### src/rtl/face_detect_mac_pkg.sv
// Shared types and constant helpers for the face-detection multiply-accumulate pipeline.
// Covers product width/extension rules, saturation bounds and the per-beat framing flags.
package face_detect_mac_pkg;

  typedef struct packed {
    logic first;
    logic last;
  } flag_t;

  function automatic int prod_width(input int aw, input int bw);
    return aw + bw;
  endfunction

  function automatic bit prod_signed(input bit sa, input bit sb);
    return sa | sb;
  endfunction

  // An operand only sign-extends when it is itself two's complement.
  function automatic logic ext_bit(input logic msb, input bit is_signed);
    return msb & is_signed;
  endfunction

  // Bounds are returned in 64 bits; callers keep the low w bits.
  function automatic logic [63:0] sat_max(input int w, input bit s);
    logic [63:0] one;
    one = 64'd1;
    return s ? ((one << (w - 1)) - 64'd1) : ((one << w) - 64'd1);
  endfunction

  function automatic logic [63:0] sat_min(input int w, input bit s);
    logic [63:0] one;
    one = 64'd1;
    return s ? (64'd0 - (one << (w - 1))) : 64'd0;
  endfunction

endpackage

### src/rtl/face_detect_mul_acc_pipe_dsp.sv
// Enable-gated multiplier with NUM_REG output registers (the DSP pipeline stages).
// Operands are extended to the full product width so one signed multiply serves every mode.
module face_detect_mul_acc_pipe_dsp
  import face_detect_mac_pkg::*;
#(
  parameter int A_WIDTH  = 16,
  parameter int B_WIDTH  = 10,
  parameter int SIGNED_A = 0,
  parameter int SIGNED_B = 0,
  parameter int NUM_REG  = 2
) (
  input  logic                                    clk,
  input  logic                                    reset,
  input  logic                                    i_ce,
  input  logic [A_WIDTH-1:0]                      i_a,
  input  logic [B_WIDTH-1:0]                      i_b,
  output logic [prod_width(A_WIDTH, B_WIDTH)-1:0] o_prod
);

  localparam int FW = prod_width(A_WIDTH, B_WIDTH);

  logic                 w_a_msb;
  logic                 w_b_msb;
  logic signed [FW-1:0] w_a_ext;
  logic signed [FW-1:0] w_b_ext;
  logic signed [FW-1:0] w_prod;

  assign w_a_msb = ext_bit(i_a[A_WIDTH-1], SIGNED_A != 0);
  assign w_b_msb = ext_bit(i_b[B_WIDTH-1], SIGNED_B != 0);
  assign w_a_ext = {{B_WIDTH{w_a_msb}}, i_a};
  assign w_b_ext = {{A_WIDTH{w_b_msb}}, i_b};
  // The true product always fits FW bits, so the modular result is exact.
  assign w_prod  = w_a_ext * w_b_ext;

  generate
    if (NUM_REG == 0) begin : g_comb
      assign o_prod = w_prod;
    end else begin : g_pipe
      logic [FW-1:0] r_pipe [NUM_REG];

      always_ff @(posedge clk) begin
        if (reset) begin
          for (int i = 0; i < NUM_REG; i++) r_pipe[i] <= '0;
        end else if (i_ce) begin
          r_pipe[0] <= w_prod;
          for (int i = 1; i < NUM_REG; i++) r_pipe[i] <= r_pipe[i-1];
        end
      end

      assign o_prod = r_pipe[NUM_REG-1];
    end
  endgenerate

endmodule

### src/rtl/face_detect_mul_acc_pipe.sv
// Handshaked multiply-accumulate pipeline: operand stage, DSP stages, then the accumulator stage.
// A single global advance moves every stage together, so stalls never compress bubbles.
module face_detect_mul_acc_pipe
  import face_detect_mac_pkg::*;
#(
  parameter int A_WIDTH   = 16,
  parameter int B_WIDTH   = 10,
  parameter int P_WIDTH   = 25,
  parameter int ACC_WIDTH = 32,
  parameter int NUM_STAGE = 4,
  parameter int SIGNED_A  = 0,
  parameter int SIGNED_B  = 0,
  parameter int SATURATE  = 0
) (
  input  logic                 clk,
  input  logic                 reset,
  input  logic                 ce,
  input  logic                 in_valid,
  output logic                 in_ready,
  input  logic [A_WIDTH-1:0]   a,
  input  logic [B_WIDTH-1:0]   b,
  input  logic                 in_first,
  input  logic                 in_last,
  output logic                 out_valid,
  input  logic                 out_ready,
  output logic [P_WIDTH-1:0]   p,
  output logic [ACC_WIDTH-1:0] acc,
  output logic                 out_last,
  output logic                 acc_ovf
);

  localparam int   FW    = prod_width(A_WIDTH, B_WIDTH);
  localparam bit   PSIGN = prod_signed(SIGNED_A != 0, SIGNED_B != 0);
  localparam int   SW    = ((FW > ACC_WIDTH) ? FW : ACC_WIDTH) + 2;
  localparam logic [63:0] MAX64 = sat_max(ACC_WIDTH, PSIGN);
  localparam logic [63:0] MIN64 = sat_min(ACC_WIDTH, PSIGN);
  localparam logic [ACC_WIDTH-1:0] ACC_MAX = MAX64[ACC_WIDTH-1:0];
  localparam logic [ACC_WIDTH-1:0] ACC_MIN = MIN64[ACC_WIDTH-1:0];
  localparam logic signed [SW-1:0] WIDE_MAX = {{(SW-ACC_WIDTH){1'b0}}, ACC_MAX};
  localparam logic signed [SW-1:0] WIDE_MIN =
    {{(SW-ACC_WIDTH){PSIGN & ACC_MIN[ACC_WIDTH-1]}}, ACC_MIN};

  logic                 w_adv;
  logic [A_WIDTH-1:0]   r_a;
  logic [B_WIDTH-1:0]   r_b;
  logic [NUM_STAGE-1:1] r_vld;
  flag_t                r_flg [NUM_STAGE-1:1];
  logic [FW-1:0]        w_prod;
  logic [P_WIDTH-1:0]   w_p;
  logic                 w_first;
  logic signed [SW-1:0] w_prod_wide;
  logic signed [SW-1:0] w_base;
  logic signed [SW-1:0] w_sum;
  logic                 w_hi;
  logic                 w_lo;
  logic [ACC_WIDTH-1:0] w_acc_next;
  logic                 w_ovf_next;
  logic                 r_out_valid;
  logic                 r_out_last;
  logic                 r_ovf;
  logic [P_WIDTH-1:0]   r_p;
  logic [ACC_WIDTH-1:0] r_acc;

  // Advance depends only on ce and the output handshake, never on in_valid.
  assign w_adv    = ce & (~r_out_valid | out_ready);
  assign in_ready = w_adv & ~reset;

  always_ff @(posedge clk) begin
    if (reset) begin
      r_vld <= '0;
      r_a   <= '0;
      r_b   <= '0;
      for (int k = 1; k < NUM_STAGE; k++) r_flg[k] <= '0;
    end else if (w_adv) begin
      r_vld[1] <= in_valid;
      r_a      <= a;
      r_b      <= b;
      r_flg[1] <= '{first: in_first, last: in_last};
      for (int k = 2; k < NUM_STAGE; k++) begin
        r_vld[k] <= r_vld[k-1];
        r_flg[k] <= r_flg[k-1];
      end
    end
  end

  face_detect_mul_acc_pipe_dsp #(
    .A_WIDTH  (A_WIDTH),
    .B_WIDTH  (B_WIDTH),
    .SIGNED_A (SIGNED_A),
    .SIGNED_B (SIGNED_B),
    .NUM_REG  (NUM_STAGE - 2)
  ) u_dsp (
    .clk    (clk),
    .reset  (reset),
    .i_ce   (w_adv),
    .i_a    (r_a),
    .i_b    (r_b),
    .o_prod (w_prod)
  );

  generate
    if (P_WIDTH > FW) begin : g_p_ext
      assign w_p = {{(P_WIDTH-FW){PSIGN & w_prod[FW-1]}}, w_prod};
    end else if (P_WIDTH == FW) begin : g_p_same
      assign w_p = w_prod;
    end else begin : g_p_trunc
      assign w_p = w_prod[P_WIDTH-1:0];
    end
  endgenerate

  // Sum in a width that holds any result exactly, then compare against the accumulator range.
  assign w_first     = r_flg[NUM_STAGE-1].first;
  assign w_prod_wide = {{(SW-FW){PSIGN & w_prod[FW-1]}}, w_prod};
  assign w_base      = w_first ? '0 : {{(SW-ACC_WIDTH){PSIGN & r_acc[ACC_WIDTH-1]}}, r_acc};
  assign w_sum       = w_base + w_prod_wide;
  assign w_hi        = w_sum > WIDE_MAX;
  assign w_lo        = w_sum < WIDE_MIN;
  assign w_ovf_next  = w_hi | w_lo | (~w_first & r_ovf);

  always_comb begin
    w_acc_next = w_sum[ACC_WIDTH-1:0];
    if ((SATURATE != 0) && w_hi) w_acc_next = ACC_MAX;
    else if ((SATURATE != 0) && w_lo) w_acc_next = ACC_MIN;
  end

  always_ff @(posedge clk) begin
    if (reset) begin
      r_out_valid <= 1'b0;
      r_out_last  <= 1'b0;
      r_ovf       <= 1'b0;
      r_p         <= '0;
      r_acc       <= '0;
    end else if (w_adv) begin
      r_out_valid <= r_vld[NUM_STAGE-1];
      if (r_vld[NUM_STAGE-1]) begin
        r_p        <= w_p;
        r_acc      <= w_acc_next;
        r_out_last <= r_flg[NUM_STAGE-1].last;
        r_ovf      <= w_ovf_next;
      end
    end
  end

  assign out_valid = r_out_valid;
  assign out_last  = r_out_last;
  assign acc_ovf   = r_ovf;
  assign p         = r_p;
  assign acc       = r_acc;

endmodule

### config.mk
export PLATFORM = sky130hd
export DESIGN_NAME = face_detect_mul_acc_pipe
export DESIGN_NICKNAME = d
export VERILOG_FILES = /design/src/rtl/face_detect_mac_pkg.sv /design/src/rtl/face_detect_mul_acc_pipe_dsp.sv /design/src/rtl/face_detect_mul_acc_pipe.sv
export SDC_FILE = /design/constraint.sdc
export NUM_CORES = 1
export LEC_CHECK = 0
export BUFFER_PORTS_ARGS = -buffer_cell sky130_fd_sc_hd__buf_4
export CORE_UTILIZATION = 50
export CTS_CLUSTER_DIAMETER = 150
export DETAILED_ROUTE_END_ITERATION = 6
export GPL_ROUTABILITY_DRIVEN = 0
export PLACE_DENSITY = 0.68
export SLEW_MARGIN = 20
export SYNTH_ARGS = -nofsm -noshare
export SYNTH_HDL_FRONTEND = slang
export SYNTH_HIERARCHICAL = 1
export SYNTH_SLANG_ARGS = --single-unit
### constraint.sdc
create_clock -name clk -period 6.55 [get_ports clk]
set_clock_uncertainty 0.1 [all_clocks]
set_input_delay 0 -clock clk [delete_from_list [all_inputs] [get_ports clk]]
set_output_delay 0 -clock clk [all_outputs]
set_load 0.05 [all_outputs]
Yosys cells after proc, flatten, opt, wreduce, memory -nomap -nowiden
Memories as Yosys holds them, arrays and structs flattened. Cells that the tools add are included.

$add $sub $neg: 1. Multiply operators: 1. Magnitude comparators: 2. Multiplexer cells: 11. Bitwise operators: 14. Reduce and logical (&&, ||, !) cells: 1.

Operator list (number): two-way mux 26 bit (2); adder 32 x 26 -> 33 bit (1); greater-than comparator 33 x 32 -> 1 bit, second input constant (1); < comparator 33 x 1 -> 1 bit, second input constant (1); two-way mux 32 bit (1); multiplier 16 x 10 -> 26 bit (1); OR 1 bit (8); two-way mux 2 bit (3); two-way mux 1 bit (5); bitwise AND 1 bit (3); inverter 1 bit (3); AND reduction 2 bit (1).

Flip-flop bits (word level): 89. Memory bits (writable): 58. Input port bits: 33. Output and inout port bits: 61. Memories kept: 2.

Memory list: u_dsp.g_pipe.r_pipe (words 2, width 26, read ports 2, clocked after memory_dff 0, write ports 2, RTL line face_detect_mul_acc_pipe_dsp.sv:39) `logic [FW-1:0] r_pipe [NUM_REG];`; r_flg (words 3, width 2, read ports 3, clocked after memory_dff 0, write ports 3, RTL line face_detect_mul_acc_pipe.sv:47) `flag_t r_flg [NUM_STAGE-1:1];`.

Logic depth before layout (Yosys ltp)
Depth in word-level cells: 7. Mapped depth: 19. Mapped depth without buffers: 18.

Hierarchy
The synthesis kept the hierarchy.

By module, submodules not included: face_detect_mul_acc_pipe_dsp (times used 1, cells an instance 748, area an instance 7310.8 um2, seq. area each 1561.5 um2); face_detect_mul_acc_pipe (times used 1, cells an instance 634, area an instance 5011.1 um2, seq. area each 1961.9 um2).

Least setup slack after synthesis
Ideal clock, no wire load.

Path kind: register to register. Start: reg r_b[2]. End: mem u_dsp/g_pipe.r_pipe[0][24] (netlist bit), data pin. Arrival: 4.996 ns. Setup slack: 1.193 ns. Cell stages (with the launch flop): 18. Buffers on the path: 1. Period minus slack after synthesis: 5.357 ns. Path through: dfxtp_1 clkbuf_1 nand2_1 fa_1 inv_1 fa_1 fa_1 fa_1 inv_1 fa_1 inv_1 ha_1 a21o_1 a21o_1 a221o_1 a311o_1 nor3_1 nor3b_2.

RTL lines: start, declared (RTL line face_detect_mul_acc_pipe.sv:45) `logic [B_WIDTH-1:0] r_b;`; start signal, assigned (RTL line face_detect_mul_acc_pipe.sv:72) `r_b <= '0;`; start signal, assigned (RTL line face_detect_mul_acc_pipe.sv:77) `r_b <= b;`; end, declared (RTL line face_detect_mul_acc_pipe_dsp.sv:39).

==> summary.md <==
| Metric | Value |
|---|---|
| Vias/cell | ~5.5 |
| Final nets | between 1,500 and 2,000 |
| Global Route met3 Usage | 2.87% |
| Part of the cycle the worst path needs | 86.8% |
| Worst EP required | roughly 6.6 ns |
| Largest stage delay on the critical path | 0.71 ns |
| First-pass GRT wire length | between 40,000 and 50,000 um |
| Initial Util | about half |
| Synth Net Count | between 1,500 and 2,000 |
| # IOs | 94 |
| Critical path class | reg2reg |
| Slew HR | 47.8% |
| DP Area | ~13,000 um2 |
| Residual DRC | 0 |
| Hold_buf cts | 30 |
| Largest net degree at the start of global routing | 56 |
| Row cnt | 57 |
| Storage cell area | around 3500 um2 |
| Fin. Hold Viols | 0 |
| # fillers | ~2,200 |
| Worst Hold Launch | ce |
| DR vias | roughly 9,600 |
| Post-synth ARST share | 0% |
| Critical Path AT | 5.77 ns |
| Synth Register Bits | 147 |
| Mapped Avg Cell Area | approximately 8.9 um2 |
| Most used routing layer | met2 |
| Static power due to leakage | 6.41 nW |
| Top FF cell, synth | dfxtp_1 |
| GR met2 Demand/Resource | between 40% and 50% |
| Grt ovf | 0 |
| Cell Area, Synth | 12,300 um2 |
| CTS tree | built |
| Layout cell share with drive strength beyond 1 | 11.4% |
| Post-DRT Antenna Nets | 0 |
| Total of max-cap violations | 0 |
| Worst Setup Start Kind | flop |
| Area grow syn2layout | 12.5% |
| Setup TNS | 0 ns |
| Slowest-stage cell, CP | dfxtp_1 |
| H-tree depth | 4 |
| Initial antenna violation count | 1 |
| Worst VDD drop | around 170 uV |
| Clock latency on the worst-skew pair | 0.44 ns |
| Total power draw | 2.40 mW |
| Max Root-Sink Buffers | 2 |
| CP Capture Type | flop |
| F_max | ~180 MHz |
| # port buffers | 93 |
| DRT iter0 DRCs | about 670 |
| Post-CTS resize count | 0 |
| Library cells used by synthesis | 82 |
| Number of post-CTS setup repair buffers | 0 |
| CP startpoint | r_b[7] |
| First drt pass iteration count | 5 |
| Num Clock Sinks | around 150 |
| Met1 usage | between 30% and 40% |
| Die W | around 160 um |
| Clock transition at path regs | 0.07 ns |
| Synth warnings | 6 |
| Class of the worst hold path | in2reg |
| Worst r2r src | r_b[7] |
| Clock root buffer | clkbuf_16 |
| Core region area | ~24,000 um2 |
| DP HPWL | roughly 21,000 um |
| Crit-path cells | and2_1 > fa_1 > fa_1 > fa_1 > fa_1 > inv_1 > fa_1 > inv_1 > ha_1 > a21o_1 > a21o_1 > a221o_1 > a311o_1 > nor3_1 > nor3b_2 |
| RSZ-0062 raised after global routing | no |
| PD cells | 173 nW/um2 |
| Die span in y | around 160 um |
| Multi-input logic area | around 7800 um2 |
| Most used cell, CP | fa_1 |
| Outcome | complete, no violations |
| Total track usage | about a quarter |
| Final Max Slew Viols | 0 |
| Number of global-route vias before repair | ~9,400 |
| Worst slew pin tran | 0.784 ns |
| Post-route cell area | 13,900 um2 |
| CP Max Fanout | 17 |
| Clock buffer count from CTS | 17 |
| Final WL | 29,200 um |
| EDFF count, synth | 58 |
| Crit path time final | 5.69 ns |
| Synthesized instance count | about 1,400 |
| Die area | 25,300 um2 |
| Final setup violation count | 0 |
| Sequential share of the synthesized area | 28.6% |
| Setup ws final | around 0.86 ns |
| Average wire per standard cell | 16.5 um |
| Post-Place Worst Slack | 0.874 ns |
## worst paths after layout
check / end / slack (ns) / depth (start not counted)
worst min-delay path: out_valid / 0.03 / 5
worst min register to register: p[19] / 0.35 / 2
worst max register to register: u_dsp/g_pipe.r_pipe[0][24] / 0.86 / 15
worst max-delay path: u_dsp/g_pipe.r_pipe[0][24] / 0.86 / 15
## registers in the layout, summed over array words and instances (netlist names)
register and cells:
u_dsp/g_pipe.r_pipe 52, acc 32, p 25, r_a 16
r_b 10, r_flg 6, r_vld 3, acc_ovf 1
out_last 1, out_valid 1
## worst max-delay path: cells and delay by family (launching register included)
kind,cells,cell delay (ns)
fa+ha+maj,6,2.91
compound gates,4,1.10
flops,1,0.71
simple gates,3,0.50
buf+inv,2,0.09
## cell type report
type	instances	area share (%)
sequential	147	25.4
clock inverter	15	1.43
clock buffer	17	3.07
timing repair buffer	130	7.58
multi-input combinational	1001	56.0
inverter	132	3.57
tap	324	2.92
antenna	1	0.0181
## layout by cell type (no fill, tap or decap), drive strengths merged, types with 22 or more instances in the layout
master       instances
ha                  87
dlygate4sd3         30
a21o                26
edfxtp              58
nand2              266
nor2b               28
inv                137
a21oi              124
dfxtp               89
and2               106
buf                100
nor2                46
fa                 111
xnor2               22
## synth_stat cells, types with 3 or more instances
cell / count / area [um2]
o21ai_1: 3 / 15.0
inv_1: 132 / 495
buf_4: 27 / 203
nand4_1: 7 / 43.8
o211ai_1: 3 / 22.5
nor3_1: 10 / 50.1
edfxtp_1: 58 / 1740
fa_1: 111 / 2220
nand2b_1: 4 / 25.0
xnor2_1: 22 / 193
o31ai_1: 3 / 22.5
mux2i_1: 3 / 30.0
a211o_1: 5 / 43.8
nand3_1: 16 / 80.1
and2_1: 106 / 663
dfxtp_1: 89 / 1780
a31oi_1: 10 / 62.6
and3_1: 13 / 81.3
or2_2: 3 / 18.8
o21a_1: 8 / 60.1
nor4b_1: 4 / 35.0
nand2_1: 265 / 995
nor2_1: 46 / 173
clkbuf_8: 4 / 55.1
nor2b_1: 28 / 175
a21oi_1: 123 / 616
o21ai_0: 16 / 80.1
clkbuf_1: 62 / 233
a21o_1: 24 / 180
buf_1: 5 / 18.8
a221oi_1: 4 / 35.0
a211oi_1: 5 / 37.5
o21bai_1: 4 / 30.0
xor2_1: 12 / 105
o2111ai_1: 3 / 26.3
ha_1: 87 / 1090
## where the power goes
group,internal [mW],switching (mW)
logic,0.126,0.191
clock network,0.610,0.425
registers,0.989,0.0569
## cell families (layout without fill, tap and decap cells)
group	count (synthesis)	after routing	synth area share (%)
AO/OA/AOI/OAI	246	246	13.0
XOR/XNOR	35	35	2.61
adder cells (fa/ha/maj)	198	198	26.9
buffers and inverters	234	294	8.50
flip-flops	147	147	28.6
multiplexers	4	4	0.335
other	0	1	0
AND/OR/NAND/NOR	518	518	20.1
## per-layer routing
metal | vias to the layer above | part of all wire (%)
met2 | 266 | 50
met4 | 0 | 2.3
met5 | - | 0
li1 | 4616 | -
met3 | 51 | 4.1
met1 | 4713 | 44
## stage by stage
step,hold WS [ns],cells,util [%]
floorplan,0.0360,1382,-
global placement,0.146,1704,53.3
detailed placement,0.156,1704,53.3
CTS,0.0109,1766,57.2
global route,0.0635,1767,57.2
finish,0.0256,1767,57.2
Power figures use the tool's default switching activity.
